`config.mk`:
```
export PLATFORM = sky130hd
export DESIGN_NAME = abff_drive
export DESIGN_NICKNAME = d
export VERILOG_FILES = /design/src/rtl/abff_pkg.sv /design/src/rtl/abff_excite.sv /design/src/rtl/abff_drive.sv
export SDC_FILE = /design/constraint.sdc
export NUM_CORES = 1
export LEC_CHECK = 0
export BUFFER_PORTS_ARGS = -buffer_cell sky130_fd_sc_hd__buf_4
export CORE_MARGIN = 2
export CORE_UTILIZATION = 50
export DETAILED_ROUTE_END_ITERATION = 6
export PLACE_DENSITY = 0.75
export SYNTH_ARGS = -nofsm -noshare
export SYNTH_HDL_FRONTEND = slang
export SYNTH_HIERARCHICAL = 1
export SYNTH_SLANG_ARGS = --single-unit
```
`constraint.sdc`:
```
create_clock -name clk -period 1.8 [get_ports clk]
set_input_delay 0.36 -clock clk [delete_from_list [all_inputs] [get_ports clk]]
set_output_delay 0.36 -clock clk [all_outputs]
set_load 0.05 [all_outputs]
```
`src/rtl/abff_pkg.sv`:
```
// abff_pkg
// Shared definitions for the AB flip-flop excitation driver.
//   AB_HOLD / AB_RESET / AB_TOGGLE / AB_SET : 2-bit {a,b} command encodings
//   drv_state_t                             : driver FSM states
package abff_pkg;

   localparam logic [1:0] AB_HOLD   = 2'b00;
   localparam logic [1:0] AB_RESET  = 2'b01;
   localparam logic [1:0] AB_TOGGLE = 2'b10;
   localparam logic [1:0] AB_SET    = 2'b11;

   typedef enum logic {
      IDLE  = 1'b0,
      SHIFT = 1'b1
   } drv_state_t;

endpackage

```
`src/rtl/abff_excite.sv`:
```
// abff_excite
// Combinational excitation table for the AB flip-flop: picks the {a,b}
// command that moves the current state q to the target d on the next edge.
// Parameters:
//   TOGGLE_PREF : 0 -> state changes use set/reset, 1 -> state changes use toggle
// Ports:
//   d  : target flip-flop value
//   q  : current flip-flop value
//   ab : {a,b} command to apply
module abff_excite
   import abff_pkg::*;
#(
   parameter int TOGGLE_PREF = 0
) (
   input  logic       d,
   input  logic       q,
   output logic [1:0] ab
);

   // No change needed means hold; otherwise pick the preferred way of
   // flipping the stored value.
   always_comb begin
      ab = AB_HOLD;
      if (d != q) begin
         if (TOGGLE_PREF != 0) begin
            ab = AB_TOGGLE;
         end else begin
            ab = d ? AB_SET : AB_RESET;
         end
      end
   end

endmodule

```
`src/rtl/abff_drive.sv`:
```
// abff_drive
// Serialises WIDTH-bit words (LSB first) into registered {a,b} excitation
// commands for an AB flip-flop, tracking the flip-flop state internally.
// Optional feedback checking is enabled with the macro ABFF_DRV_CHECK_EN.
// Parameters:
//   WIDTH       : bits per input word (>= 2)
//   TOGGLE_PREF : 0 -> set/reset for state changes, 1 -> toggle
// Ports:
//   clk, rst   : clock and synchronous active-high reset
//   in_valid   : word offered
//   in_ready   : driver can accept a word this cycle
//   in_data    : word to serialise, bit 0 first
//   a, b       : registered flip-flop excitation
//   busy       : a word is being driven
//   q_pred     : flip-flop value after the next edge
//   q_fb       : flip-flop q feedback (ABFF_DRV_CHECK_EN only)
//   mismatch   : sticky feedback error (ABFF_DRV_CHECK_EN only)
module abff_drive
   import abff_pkg::*;
#(
   parameter int WIDTH       = 8,
   parameter int TOGGLE_PREF = 0
) (
   input  logic             clk,
   input  logic             rst,
   input  logic             in_valid,
   output logic             in_ready,
   input  logic [WIDTH-1:0] in_data,
   output logic             a,
   output logic             b,
   output logic             busy,
   output logic             q_pred
`ifdef ABFF_DRV_CHECK_EN
   ,
   input  logic             q_fb,
   output logic             mismatch
`endif
);

   localparam int CW = (WIDTH > 2) ? $clog2(WIDTH) : 1;

   drv_state_t       state;
   drv_state_t       state_nxt;
   logic [CW-1:0]    cnt;
   logic [CW-1:0]    cnt_nxt;
   logic [WIDTH-2:0] shifter;
   logic [WIDTH-2:0] shifter_nxt;
   logic [1:0]       ab_nxt;
   logic [1:0]       ex_ab;
   logic             q_pred_nxt;
   logic             accept;
   logic             d_sel;

   assign in_ready = (cnt == '0) && !rst;
   assign accept   = in_valid && in_ready;
   assign busy     = (state == SHIFT);

   // The bit to drive next is bit 0 of a freshly accepted word, otherwise
   // the head of the shifter.
   assign d_sel = accept ? in_data[0] : shifter[0];

   abff_excite #(
      .TOGGLE_PREF (TOGGLE_PREF)
   ) u_excite (
      .d  (d_sel),
      .q  (q_pred),
      .ab (ex_ab)
   );

   // Next-state logic. An accept in the last bit cycle starts the next word
   // immediately, so back-to-back words have no idle gap.
   always_comb begin
      state_nxt   = state;
      cnt_nxt     = cnt;
      shifter_nxt = shifter;
      ab_nxt      = AB_HOLD;
      q_pred_nxt  = q_pred;
      if (accept) begin
         ab_nxt      = ex_ab;
         q_pred_nxt  = d_sel;
         shifter_nxt = in_data[WIDTH-1:1];
         cnt_nxt     = CW'(WIDTH - 1);
         state_nxt   = SHIFT;
      end else if (cnt != '0) begin
         ab_nxt      = ex_ab;
         q_pred_nxt  = d_sel;
         shifter_nxt = shifter >> 1;
         cnt_nxt     = cnt - CW'(1);
      end else begin
         state_nxt   = IDLE;
      end
   end

   // State register. During reset the flip-flop is commanded to clear, and
   // any partially driven word is dropped.
   always_ff @(posedge clk) begin
      if (rst) begin
         state   <= IDLE;
         cnt     <= '0;
         shifter <= '0;
         a       <= AB_RESET[1];
         b       <= AB_RESET[0];
         q_pred  <= 1'b0;
      end else begin
         state   <= state_nxt;
         cnt     <= cnt_nxt;
         shifter <= shifter_nxt;
         a       <= ab_nxt[1];
         b       <= ab_nxt[0];
         q_pred  <= q_pred_nxt;
      end
   end

`ifdef ABFF_DRV_CHECK_EN
   logic q_exp;
   logic chk_arm;

   // q_pred leads the flip-flop by one edge, so a one-edge delayed copy is
   // what q_fb should equal now. The first edge after reset is skipped
   // because q_exp still holds a value captured during reset.
   always_ff @(posedge clk) begin
      if (rst) begin
         q_exp    <= 1'b0;
         chk_arm  <= 1'b0;
         mismatch <= 1'b0;
      end else begin
         q_exp   <= q_pred;
         chk_arm <= 1'b1;
         if (chk_arm && (q_fb != q_exp)) begin
            mismatch <= 1'b1;
         end
      end
   end
`endif

endmodule

```
Yosys cells after proc, flatten, opt, wreduce, memory -nomap -nowiden

Index checks and enable logic that the tools add are counted.

Register bits after elaboration: 14
Input port bits: 11
Output and inout port bits: 5
Word-level logic and storage cells: 28

Add/subtract/negate cells: 1
Eq/ne operators: 2
Mux-type cells: 13
Reduce and logical (&&, ||, !) cells: 6

Operators by type and width:

| kind                  | count |
|---|---|
| $mux W7               | 2 |
| $mux W2               | 4 |
| $mux W3               | 2 |
| $mux W1               | 5 |
| $logic_not A3 Y1      | 1 |
| $reduce_bool A3 Y1    | 1 |
| $sub A3 B1 Y3 const B | 1 |
| $logic_and A1 B1 Y1   | 2 |
| $ne A2 B2 Y1 const B  | 1 |
| $reduce_bool A2 Y1    | 1 |
| $logic_not A1 Y1      | 1 |
| $ne A1 B1 Y1          | 1 |

Logic depth before layout (Yosys ltp)

Gate-level depths: netlist of run 1.

Word-level depth: 8
Depth in mapped cells: 8
Gate-level depth less buffers: 8

Cells and area by module

The synthesis of run 1 kept the hierarchy.

By module, submodules not included:

| module      | instances | cells each | area an instance (sq um) | seq. area each (sq um) |
|---|---|---|---|---|
| abff_drive  | 1         | 63         | 671.9                    | 280.3 |
| abff_excite | 1         | 3          | 20.0                     | 0.0 |

Worst setup path before layout of run 1

No wires, ideal clock.

Path kind: reg-to-reg
Start point: register cnt[0]
End point: register b
Library setup time: 0.114 ns
Arrival: 2.156 ns
Slack: -0.470 ns
Stages on the path, launching flop included: 9
Period minus slack after synthesis: 2.270 ns
Path through: dfxtp_1 inv_1 ha_1 nor3b_2 nand2_1 mux2_4 ha_1 inv_1 a21o_1

Word-level cells in the longest chain between the ends: 8

Ends and longest elaborated chain:

| item                     | RTL line          | text |
|---|---|---|
| start: declaration       | abff_drive.sv:44  | `logic [CW-1:0] cnt;` |
| start signal: assignment | abff_drive.sv:106 | `cnt <= cnt_nxt;` |
| $logic_not A3 Y1 (*)     | abff_drive.sv:54  | `assign in_ready = (cnt == '0) && !rst;` |
| $logic_and A1 B1 Y1 (*)  | abff_drive.sv:54  |  |
| via in_ready             | abff_drive.sv:27  | `output logic in_ready,` |
| $logic_and A1 B1 Y1 (*)  | abff_drive.sv:55  | `assign accept = in_valid && in_ready;` |
| $mux W1 (*)              | abff_drive.sv:60  | `assign d_sel = accept ? in_data[0] : shifter[0];` |
| via d_sel                | abff_drive.sv:52  | `logic d_sel;` |
| $ne A1 B1 Y1 (*)         | abff_excite.sv:24 | `if (d != q) begin` |
| $mux W2 (*)              | abff_excite.sv:24 |  |
| via ex_ab[0]             | abff_drive.sv:49  | `logic [1:0] ex_ab;` |
| $mux W2                  | abff_drive.sv:84  | `end else if (cnt != '0) begin` |
| $mux W2 (*)              | abff_drive.sv:78  | `if (accept) begin` |
| end signal: assignment   | abff_drive.sv:102 | `b <= AB_RESET[0];` |
| end signal: assignment   | abff_drive.sv:109 | `b <= ab_nxt[0];` |
| end: declaration         | abff_drive.sv:30  | `output logic b,` |

The timed path passes the listed nets; every way through them passes the cells marked *.
A chain may end at the register's enable or synchronous reset.

Worst setup path after layout of run 1

Start point: register cnt[0]
End point: register b

Word-level cells in the longest chain between the ends: 8

Ends and longest elaborated chain:

| item                    | RTL line |
|---|---|
| $logic_not A3 Y1 (*)    | abff_drive.sv:54 |
| $logic_and A1 B1 Y1 (*) | abff_drive.sv:54 |
| $logic_and A1 B1 Y1 (*) | abff_drive.sv:55 |
| $mux W1 (*)             | abff_drive.sv:60 |
| via d_sel               | abff_drive.sv:52 |
| $ne A1 B1 Y1 (*)        | abff_excite.sv:24 |
| $mux W2 (*)             | abff_excite.sv:24 |
| via ex_ab[0]            | abff_drive.sv:49 |
| $mux W2                 | abff_drive.sv:84 |
| $mux W2 (*)             | abff_drive.sv:78 |

Marked as above.

==> results of run 1 <==
==> final cells by class <==
| class | count | area share [%] |
|---|---|---|
| flip-flops and latches | 14 | 32.5 |
| repair buffers | 18 | 15.5 |
| well taps | 15 | 2.16 |
| multi-input cells | 44 | 43.9 |
| clock buffers | 4 | 4.17 |
| inverters | 4 | 1.73 |
==> layout by cell type (no fill, tap or decap), types with 3 or more instances in the layout <==
master / n
mux2i_1: 8
nor2_1: 5
nand2_1: 3
a211oi_1: 8
clkbuf_4: 3
dfxtp_1: 12
buf_4: 18
==> critical path, cell delays in order (launching register included) <==
cell and delay, ns:
dfxtp_2 0.34, inv_2 0.07, ha_4 0.14, nor3b_4 0.19, nand2_1 0.09, mux2_4 0.32
ha_4 0.26, inv_1 0.03, a21o_1 0.14
==> cell families after synthesis <==
group                      count (synthesis)  synth area share, %
buffers and inverters                      8                 8.86
adders and majority gates                  3                 5.43
and+or+nand+nor                           18                 15.6
AOI/OAI and AO/OA                         14                 15.9
DFF                                       14                 40.5
muxes                                      9                 13.7
==> sequential cells by signal, summed over array words and instances, names as in the netlist <==
register and cells:
shifter 7, cnt 3, a 1, b 1, busy 1, q_pred 1
==> final timing paths <==
check / startpoint / endpoint / depth (start not counted)
worst max-delay path: cnt[0] / b / 8
worst min register to register: busy / busy / 2
worst max register to register: cnt[0] / b / 8
worst min-delay path: in_data[7] / shifter[6] / 3
==> stage by stage <==
step           util [%]  setup TNS [ns]  std cells
3_3_place_gp       64.0               0         95
3_5_place_dp       64.0               0         95
5_1_grt            66.8               0         99
4_1_cts            66.8               0         99
6_report           66.8               0         99
2_1_floorplan         -          -0.287         66
==> where the power goes <==
part	internal, mW	total, mW	switching [mW]
registers	0.439	0.521	0.0821
clock network	0.123	0.228	0.105
logic	0.338	0.767	0.430
total	0.900	1.52	0.616
==> metal layers <==
metal  up-vias  GRT usage, %  share of wire, %
li1        265             -                 -
met1       223          21.4                49
met2        11          22.7                43
met3         5          3.26               4.7
met4         0          12.1               3.0
met5         -             0                 0
==> key figures, run 1 <==
Status
  • Outcome: complete, no violations

CTS
  • Clk slew on worst S/H paths: 0.09 ns
  • Cts repair resizes: 0
  • CTS max path bufs: 2
  • Postcts setup bufs: 0
  • Root Buffer: clkbuf_4
  • Cts hold-fix bufs: 0
  • CTS tree: built
  • Clock Latency Late Sink: 0.28 ns
  • Sink Count: 14
  • Cts bufs inserted: 3
  • H-tree levels: 1

Setup path
  • Worst Path Max Fanout: 5
  • Crit path capture type: flip-flop
  • Setup Crit Path Kind: flip-flop to flip-flop
  • Startpoint Class: flip-flop
  • Worst Path Required: 1.98 ns
  • Worst reg-to-reg setup slack: 0.14 ns
  • Crit path arrival time: 1.84 ns

Layout
  • Area grow syn2layout: 25.7%
  • Nets@finish: 99
  • Cell area after layout: 870 um^2
  • Share of cells above drive strength 1: 44.0%
  • Number of diodes: 0
  • Fill cells: 112
  • Sequential standard cell area: 283 um^2
  • Multi-input gate area: 382 um^2

Floorplanning
  • I/O pin count: 16
  • Die span in y: 41.2 um
  • Die area: 1700 um^2
  • Floorplan core area: 1300 um^2
  • Die width: 41.2 um
  • Initial cell density of the core: 53.2%
  • Num rows: 13

Timing
  • RSZ-0062 raised after global routing: no
  • Hold Vio Cnt, Final: 0
  • Final period utilization: 92.0%
  • Pins Over Slew Limit: 0
  • Min cycle time layout: 1.66 ns
  • Clock Skew: 0.00304 ns
  • WHS: 0.368 ns
  • Worst-Margin Slew: 0.227 ns
  • Upper clock frequency limit: 604 MHz
  • Rel. slew slack: 84.8%
  • Worst Setup Slack, final: 0.145 ns
  • Setup-failing EPs final: 0

Global route
  • Global route overflow: 0
  • Largest net degree at the start of global routing: 15
  • Vias in the first global route: 413
  • Initial antenna violation count: 0
  • Total GRT Usage: 16.1%
  • First-pass GRT wire length: 1730 um

Synth
  • Sequential area share after synthesis: 40.5%
  • Post-synth top area cell: dfxtp_1
  • Synth warn: 6
  • Count leader, synth: dfxtp_1
  • Synth Flop Type: dfxtp_1
  • Post-synth net total: 80
  • Post-synth EDFFs: 0
  • Seq cells post-synth: 14
  • Unique masters post-synth: 23
  • Post-synthesis cell count: 66
  • Post-Syn Area: 692 um^2
  • Synth area leaders: dfxtp_1 41%, mux2i_1 12%, a211oi_1 8.7%
  • Syn Area/Cell: 10.5 um^2
  • Post-synth top area share: 40.5%
  • Post-synthesis async set-or-reset flop share: 0%
  • Top post-synthesis cells by count: 14 x dfxtp_1, 8 x a211oi_1, 8 x mux2i_1

Place
  • Place WS: 0.151 ns
  • Placer congestion estimate: 0.745
  • Port buffer count: 15
  • Placed inst area: 833 um^2
  • Hpwl dp: 829 um

Detailed routing
  • Via count: 504
  • Vias per Instance: 5.09
  • Final wirelength: 1150 um
  • DRC violations left: 0
  • DRT iter0 DRCs: 9
  • Antenna viol nets, final: 0
  • Drt first pass iters: 2
  • Drt wl/cell: 11.6 um

Flow run
  • Max Cap Viol: 0

Hold path
  • Min-delay worst type: input pin to flip-flop

Power
  • Total power: 1.52 mW
  • Worst IR Drop VDD: 1.03 mV
  • Static Leak: 0.388 nW
  • Power Density: 1740 nW/um^2
Power figures use the tool's default switching activity.
==> run 2: changes to the inputs <==
--- a/config.mk
+++ b/config.mk
@@ -6,10 +6,11 @@
 export NUM_CORES = 1
 export LEC_CHECK = 0
 export BUFFER_PORTS_ARGS = -buffer_cell sky130_fd_sc_hd__buf_4
-export CORE_MARGIN = 2
-export CORE_UTILIZATION = 50
+export CORE_AREA = 2 2 39 41
 export DETAILED_ROUTE_END_ITERATION = 6
-export PLACE_DENSITY = 0.75
+export DIE_AREA = 0 0 41 43
+export PLACE_DENSITY_LB_ADDON = 0.2
+export SETUP_SLACK_MARGIN = 0.15
 export SYNTH_ARGS = -nofsm -noshare
 export SYNTH_HDL_FRONTEND = slang
 export SYNTH_HIERARCHICAL = 1
==> constraint.sdc (replaced) <==
create_clock -name clk -period 2.1 [get_ports clk]
set_input_delay 0.42 -clock clk [delete_from_list [all_inputs] [get_ports clk]]
set_output_delay 0.42 -clock clk [all_outputs]
set_load 0.05 [all_outputs]
==> run 2 against run 1 <==
Global-route usage is 0.067 points lower. Sequential power is 14% lower. Power is 15% lower. Flip-flop and latch count stayed put. Clock power is 15% lower. Largest cell class unchanged. Final area is 1.6% lower. Combinational power is 15% lower. Hold slack better by 0.061 ns. Critical path depth stayed put. Count of clock-buffer cells in the layout stayed put.
==> key figures, run 2 (synthesis gave the netlist of run 1 again) <==
CTS
  • Sink Count: 14 (unchanged)
  • Root Buffer: clkbuf_4
  • Clk slew on worst S/H paths: 0.09 ns (about the same)
  • Cts repair resizes: 0 (unchanged)
  • Postcts setup bufs: 0 (unchanged)
  • Clock Latency Late Sink: 0.28 ns (about the same)
  • Cts hold-fix bufs: 0 (unchanged)
  • H-tree levels: 1 (unchanged)
  • CTS max path bufs: 2 (unchanged)
  • CTS tree: built
  • Cts bufs inserted: 3 (unchanged)

Place
  • Hpwl dp: 884 um (+6.7%)
  • Port buffer count: 15 (unchanged)
  • Placer congestion estimate: 0.708 (-5.0%)

Timing
  • Final period utilization: 79.2% (-13 points)
  • Min cycle time layout: 1.66 ns (+0.00796 ns)
  • Pins Over Slew Limit: 0 (unchanged)
  • Setup-failing EPs final: 0 (unchanged)
  • Rel. slew slack: 61.0% (-24 points)
  • Hold Vio Cnt, Final: 0 (unchanged)
  • RSZ-0062 raised after global routing: no
  • Worst-Margin Slew: 0.582 ns (+0.355 ns)
  • WHS: 0.429 ns (+0.0613 ns)
  • Clock Skew: 0.00281 ns (-0.000228 ns)
  • Total Neg Setup Slack: 0 ns (unchanged)
  • Upper clock frequency limit: 601 MHz (-0.48%)

Hold path
  • Hold Path Origin: in_data[7]
  • Hold Crit Endpoint: shifter[6]
  • WHS Path Cells: 3 (unchanged)
  • Min-delay worst type: input pin to flip-flop

Layout
  • Max reg flops: 7 (unchanged)
  • Share of cells above drive strength 1: 42.7% (-1.4 points)
  • Nets@finish: 97 (-2.0%)
  • Biggest regs: shifter: 7 flops, cnt: 3 flops
  • Fill cells: 113 (+0.89%)
  • Biggest register: shifter
  • Most frequent cells in the layout: 16 x buf_4, 12 x dfxtp_1, 8 x a211oi_1, 8 x mux2i_1, 5 x nor2_1
  • Area grow syn2layout: 23.7%
  • Commonest non-fill, non-tap cell in the layout: buf_4
  • Number of diodes: 0 (unchanged)

Detailed routing
  • Final wirelength: 1190 um (+3.7%)
  • Drt wl/cell: 12.1 um (+4.7%)
  • Antenna viol nets, final: 0 (unchanged)
  • DRT iter0 DRCs: 7 (-2)
  • Via count: 508 (+0.79%)
  • DRC violations left: 0 (unchanged)
  • Drt first pass iters: 4 (+2)
  • Vias per Instance: 5.18 (+1.8%)

Floorplanning
  • Die width: 41 um (-0.49%)
  • Num rows: 14 (+1)
  • Initial cell density of the core: 50.0% (-3.2 points)
  • Floorplan core area: 1380 um^2 (+6.3%)
  • Die span in y: 43 um (+4.4%)
  • I/O pin count: 16 (unchanged)
  • Die area: 1760 um^2 (+3.9%)

Setup path
  • Critical Path Source: cnt[0]
  • Worst Path Required: 2.28 ns (+0.30 ns)
  • Worst flop-to-flop path endpoint: b
  • Worst reg-to-reg setup slack: 0.44 ns (+0.29 ns)
  • Reg2reg path depth: 8 (unchanged)
  • Worst Path Max Fanout: 5 (unchanged)
  • Crit path capture type: flip-flop
  • Startpoint Class: flip-flop
  • R2r startpoint: cnt[0]
  • Setup Crit Path Kind: flip-flop to flip-flop
  • Crit path arrival time: 1.85 ns (about the same)

Power
  • Static Leak: 0.378 nW (-2.5%)
  • Power Density: 1510 nW/um^2 (-14%)
  • Total power: 1.29 mW (-15%)
  • Worst IR Drop VDD: 0.717 mV (-30%)

Global route
  • Vias in the first global route: 475 (+15%)
  • Largest net degree at the start of global routing: 16 (+1)
  • First-pass GRT wire length: 1880 um (+8.4%)
  • Initial antenna violation count: 0 (unchanged)
  • Global route overflow: 0 (unchanged)
  • Total GRT Usage: 16.1% (-0.067 points)

Flow run
  • Max Cap Viol: 0 (unchanged)

Status
  • Outcome: complete, no violations
## run 2: worst max path at each step
| stage | cells after the start | end |
|---|---|---|
| after global routing | 8 | b |
| after detailed placement | 7 | b |
| after global placement | 7 | b |
| after floorplan | 8 | b |
| after CTS | 4 | in_ready |
| final | 8 | b |
## run 2: worst max-delay path, stage by stage, from the launching register on
cell and delay [ns]:
dfxtp_2 0.34, inv_2 0.07, ha_4 0.14, nor3b_4 0.19, nand2_1 0.09, mux2_4 0.31
ha_4 0.26, inv_1 0.03, a21o_1 0.13
## run 2: report_power, final
group / switching, mW / internal (mW) / total [mW]
logic: 0.370 / 0.279 / 0.649
clock network: 0.0876 / 0.105 / 0.193
registers: 0.0723 / 0.376 / 0.449
total: 0.530 / 0.761 / 1.29
## run 2: area by class of cell
class	instances	area (um^2)	area share, %
Multi-Input combinational cell	44	382	44.6
Sequential cell	14	283	33.0
Timing Repair Buffer	16	120	14.0
Clock buffer	4	36.3	4.24
Tap cell	16	20.0	2.34
Inverter	4	15.0	1.75
## run 2: routing by layer
layer  part of all wire [%]  vias up  track usage [%]
met5                      0        -                0
met1                     47      233             18.1
met2                     48        9             25.0
met4                    1.9        0             12.0
li1                       -      262                -
met3                    3.2        4             3.14
## run 2: stage by stage
step	utilization, %	worst slack [ns]	area (um^2)	cells
after floorplan	-	0.0932	726	66
after global placement	59.2	0.390	820	94
after detailed placement	59.2	0.350	820	94
after CTS	61.8	0.415	856	98
after global routing	61.8	0.350	856	98
final	61.8	0.437	856	98
==> run 3: changes to the inputs <==
--- a/config.mk
+++ b/config.mk
@@ -5,10 +5,11 @@
 export SDC_FILE = /design/constraint.sdc
 export NUM_CORES = 1
 export LEC_CHECK = 0
+export ABC_AREA = 1
 export BUFFER_PORTS_ARGS = -buffer_cell sky130_fd_sc_hd__buf_4
-export CORE_AREA = 2 2 39 41
+export CORE_MARGIN = 2
+export CORE_UTILIZATION = 46
 export DETAILED_ROUTE_END_ITERATION = 6
-export DIE_AREA = 0 0 41 43
 export PLACE_DENSITY_LB_ADDON = 0.2
 export SETUP_SLACK_MARGIN = 0.15
 export SYNTH_ARGS = -nofsm -noshare
==> constraint.sdc (replaced) <==
create_clock -name clk -period 1.39 [get_ports clk]
set_input_delay 0.278 -clock clk [delete_from_list [all_inputs] [get_ports clk]]
set_output_delay 0.278 -clock clk [all_outputs]
set_load 0.05 [all_outputs]
==> run 3 against run 2 <==
The run now ends with negative setup slack left. Maximum frequency is 16% higher. Via count grew 47%. Flip-flop and latch count unchanged. Register-to-register slack worse by 0.48 ns. Hold slack worse by 0.14 ns. Global-route usage increased by 3.0 points. Sequential share of layout area shrank 5.2 points. Critical path depth grew 2. Count of clock-buffer cells in the layout is 1 lower. Combinational power grew 82%. Largest power group unchanged.
==> key figures, run 3 <==
Timing
  • WHS: 0.287 ns (-0.142 ns)
  • Pins Over Slew Limit: 0 (unchanged)
  • Setup-failing EPs final: 4 (+4)
  • RSZ-0062 raised after global routing: yes
  • Worst Setup Slack, final: -0.0443 ns (-0.481 ns)
  • Worst-Margin Slew: 0.216 ns (-0.366 ns)
  • Min cycle time layout: 1.43 ns (-0.229 ns)
  • Clock Skew: 0.00154 ns (-0.00127 ns)
  • Hold Vio Cnt, Final: 0 (unchanged)
  • Rel. slew slack: 85.6% (+25 points)
  • Upper clock frequency limit: 697 MHz (+16%)
  • Final period utilization: 103% (+24 points)

Global route
  • Global route overflow: 0 (unchanged)
  • Total GRT Usage: 19.1% (+3.0 points)
  • Initial antenna violation count: 0 (unchanged)
  • Vias in the first global route: 688 (+45%)
  • First-pass GRT wire length: 2670 um (+42%)
  • Largest net degree at the start of global routing: 12 (-4)

Detailed routing
  • DRT iter0 DRCs: 22 (+15)
  • Drt first pass iters: 4 (unchanged)
  • DRC violations left: 0 (unchanged)
  • Via count: 748 (+47%)
  • Antenna viol nets, final: 0 (unchanged)
  • Final wirelength: 1760 um (+48%)
  • Drt wl/cell: 12.3 um (+1.2%)
  • Vias per Instance: 5.23 (+0.91%)

Layout
  • Biggest register: shifter
  • Max reg flops: 7 (unchanged)
  • Nets@finish: 143 (+47%)
  • Finished Core Util: 67.2% (+5.3 points)
  • Number of diodes: 0 (unchanged)
  • Share of cells above drive strength 1: 41.7% (-0.95 points)
  • Commonest non-fill, non-tap cell in the layout: buf_4
  • Most frequent cells in the layout: 30 x buf_4, 27 x nand2_1, 13 x dfxtp_1, 8 x nand3_1, 7 x inv_1
  • Area grow syn2layout: 37.4%
  • Biggest regs: shifter: 7 flops, cnt: 3 flops
  • Final std cells w/o fill: 143 (+46%)

Synth
  • Count leader, synth: nand2_1
  • Unique masters post-synth: 20 (-13%)
  • Post-Syn Area: 737 um^2 (+6.5%)
  • Post-synth top area share: 38.0% (-2.5 points)
  • Syn Area/Cell: 7.60 um^2 (-28%)
  • Post-synth top area cell: dfxtp_1
  • Post-synthesis async set-or-reset flop share: 0% (unchanged)
  • Post-synth net total: 111 (+39%)
  • Synth Flop Type: dfxtp_1
  • Sequential area share after synthesis: 38.0% (-2.5 points)
  • Top post-synthesis cells by count: 28 x nand2_1, 14 x dfxtp_1, 10 x inv_1
  • Post-synthesis cell count: 97 (+47%)
  • Synth warn: 6 (unchanged)
  • Post-synth EDFFs: 0 (unchanged)
  • Seq cells post-synth: 14 (unchanged)
  • Synth area leaders: dfxtp_1 38%, nand2_1 14%, o211ai_1 6.1%

Place
  • Placer congestion estimate: 0.815 (+15%)
  • Placed Cells: 131 (+39%)
  • Hpwl dp: 1170 um (+32%)
  • Port buffer count: 15 (unchanged)

CTS
  • Sink Count: 14 (unchanged)
  • CTS max path bufs: 2 (unchanged)
  • Clock Latency Late Sink: 0.27 ns (about the same)
  • CTS tree: built
  • H-tree levels: 1 (unchanged)
  • Root Buffer: clkbuf_4
  • Clk slew on worst S/H paths: 0.07 ns (-0.02 ns)
  • Cts hold-fix bufs: 0 (unchanged)
  • Cts bufs inserted: 3 (unchanged)

Floorplanning
  • Die span in y: 44.0 um (+2.4%)
  • I/O pin count: 16 (unchanged)
  • Initial cell density of the core: 48.9% (-1.1 points)
  • Die area: 1940 um^2 (+9.9%)
  • Num rows: 14 (unchanged)
  • Die width: 44.0 um (+7.4%)
  • Floorplan core area: 1510 um^2 (+8.9%)

Power
  • Part of the power in registers: 28.6% (-6.2 points)
  • Internal power: 1.12 mW (+48%)
  • Total power: 1.95 mW (+51%)
  • Worst IR Drop VDD: 1.37 mV (+91%)
  • Static Leak: 0.526 nW (+39%)
  • Clock power frac: 11.1% (-3.9 points)
  • Sw Share: 42.6% (+1.5 points)
  • Logic pwr share: 60.4% (+10 points)
  • Switch Pwr: 0.832 mW (+57%)
  • Power Density: 1930 nW/um^2 (+28%)

Hold path
  • Min-delay worst type: input pin to flip-flop

Setup path
  • Crit path capture type: flip-flop
  • Max stage delay on crit path: 0.31 ns (-0.03 ns)
  • CP cell instances: inv_2 -> ha_4 -> inv_2 -> nor2_4 -> nand3_2 -> buf_4 -> buf_4 -> buf_4 -> buf_4 -> o21ai_1
  • Crit path arrival time: 1.64 ns (-0.21 ns)
  • Slowest library cell on the worst path: dfxtp_1
  • Worst Path Max Fanout: 4 (-1)
  • Setup Crit Path Kind: flip-flop to flip-flop
  • Startpoint Class: flip-flop
  • Worst Path Required: 1.60 ns (-0.68 ns)
  • Worst path buffer plus inverter count: 6 (+4)
  • Most Frequent Cell on Critical Path: buf_4
  • Cell family with the largest share of critical-path delay: buffers and inverters

Status
  • Failing checks: negative setup slack
  • Outcome: finished, violations left

Flow run
  • Max Cap Viol: 0 (unchanged)
-- run 3: kinds of logic (layout without fill, tap and decap cells) --
| logic type | Yosys count | after routing | share of synthesized area, % |
|---|---|---|---|
| buffers and inverters | 19 | 49 | 13.4 |
| adders and majority gates | 3 | 3 | 5.09 |
| xor gates and xnor gates | 1 | 1 | 1.19 |
| AOI/OAI and AO/OA | 12 | 12 | 12.2 |
| and+or+nand+nor | 48 | 48 | 30.1 |
| DFF | 14 | 14 | 38.0 |
-- run 3: per-layer routing --
layer / track usage, % / share of wire [%]
met5: 0 / 0
met4: 11.5 / 2.7
met3: 6.53 / 5.0
met2: 32.4 / 48
met1: 20.4 / 44
-- run 3: path summary, 6_finish.rpt --
| path | startpoint | to | slack (ns) | cells after the start |
|---|---|---|---|---|
| setup reg to reg | cnt[0] | cnt[2] | -0.04 | 10 |
| setup / recovery | cnt[0] | cnt[2] | -0.04 | 10 |
| hold reg to reg | busy | busy | 0.45 | 2 |
| hold / removal | rst | shifter[6] | 0.29 | 2 |
-- run 3: per-stage QoR --
step	area [um^2]	worst slack (ns)	TNS (ns)
floorplan	754	-0.0209	-0.0209
global placement	902	0.0106	0
detailed placement	902	-0.0277	-0.0277
CTS	982	-0.0437	-0.0458
global route	1010	-0.117	-0.528
finish	1010	-0.0443	-0.119
-- run 3: area by class of cell --
class                   instances  area (um^2)
well taps                      16         20.0
flip-flops and latches         14          282
clock buffers                   3         22.5
inverters                      15         61.3
repair buffers                 31          236
fillers                       122          494
multi-input cells              64          390
-- run 3: worst register-to-register path, stage by stage (launching register included) --
cell and delay (ns):
dfxtp_1 0.31, inv_2 0.07, ha_4 0.15, inv_2 0.04, nor2_4 0.12, nand3_2 0.11, buf_4 0.14, buf_4 0.12
buf_4 0.12, buf_4 0.13, o21ai_1 0.06
-- run 3: power by group through the flow --
stage	sequential (mW)	clock, mW	combinational, mW
global placement	0.557	0	0.969
finish	0.558	0.216	1.18
detailed placement	0.561	0	0.986
floorplan	0.654	0	0.613
CTS	0.555	0.225	1.11
global route	0.565	0.245	1.27
-- run 3: what timing repair did --
action / 4_1_cts / 5_1_grt
pin swaps: 5 / 2
hold endpoints to repair: 0 / 0
setup endpoints to repair: 5 / 15
setup buffers: 6 / 3
resized for setup: 4 / 1
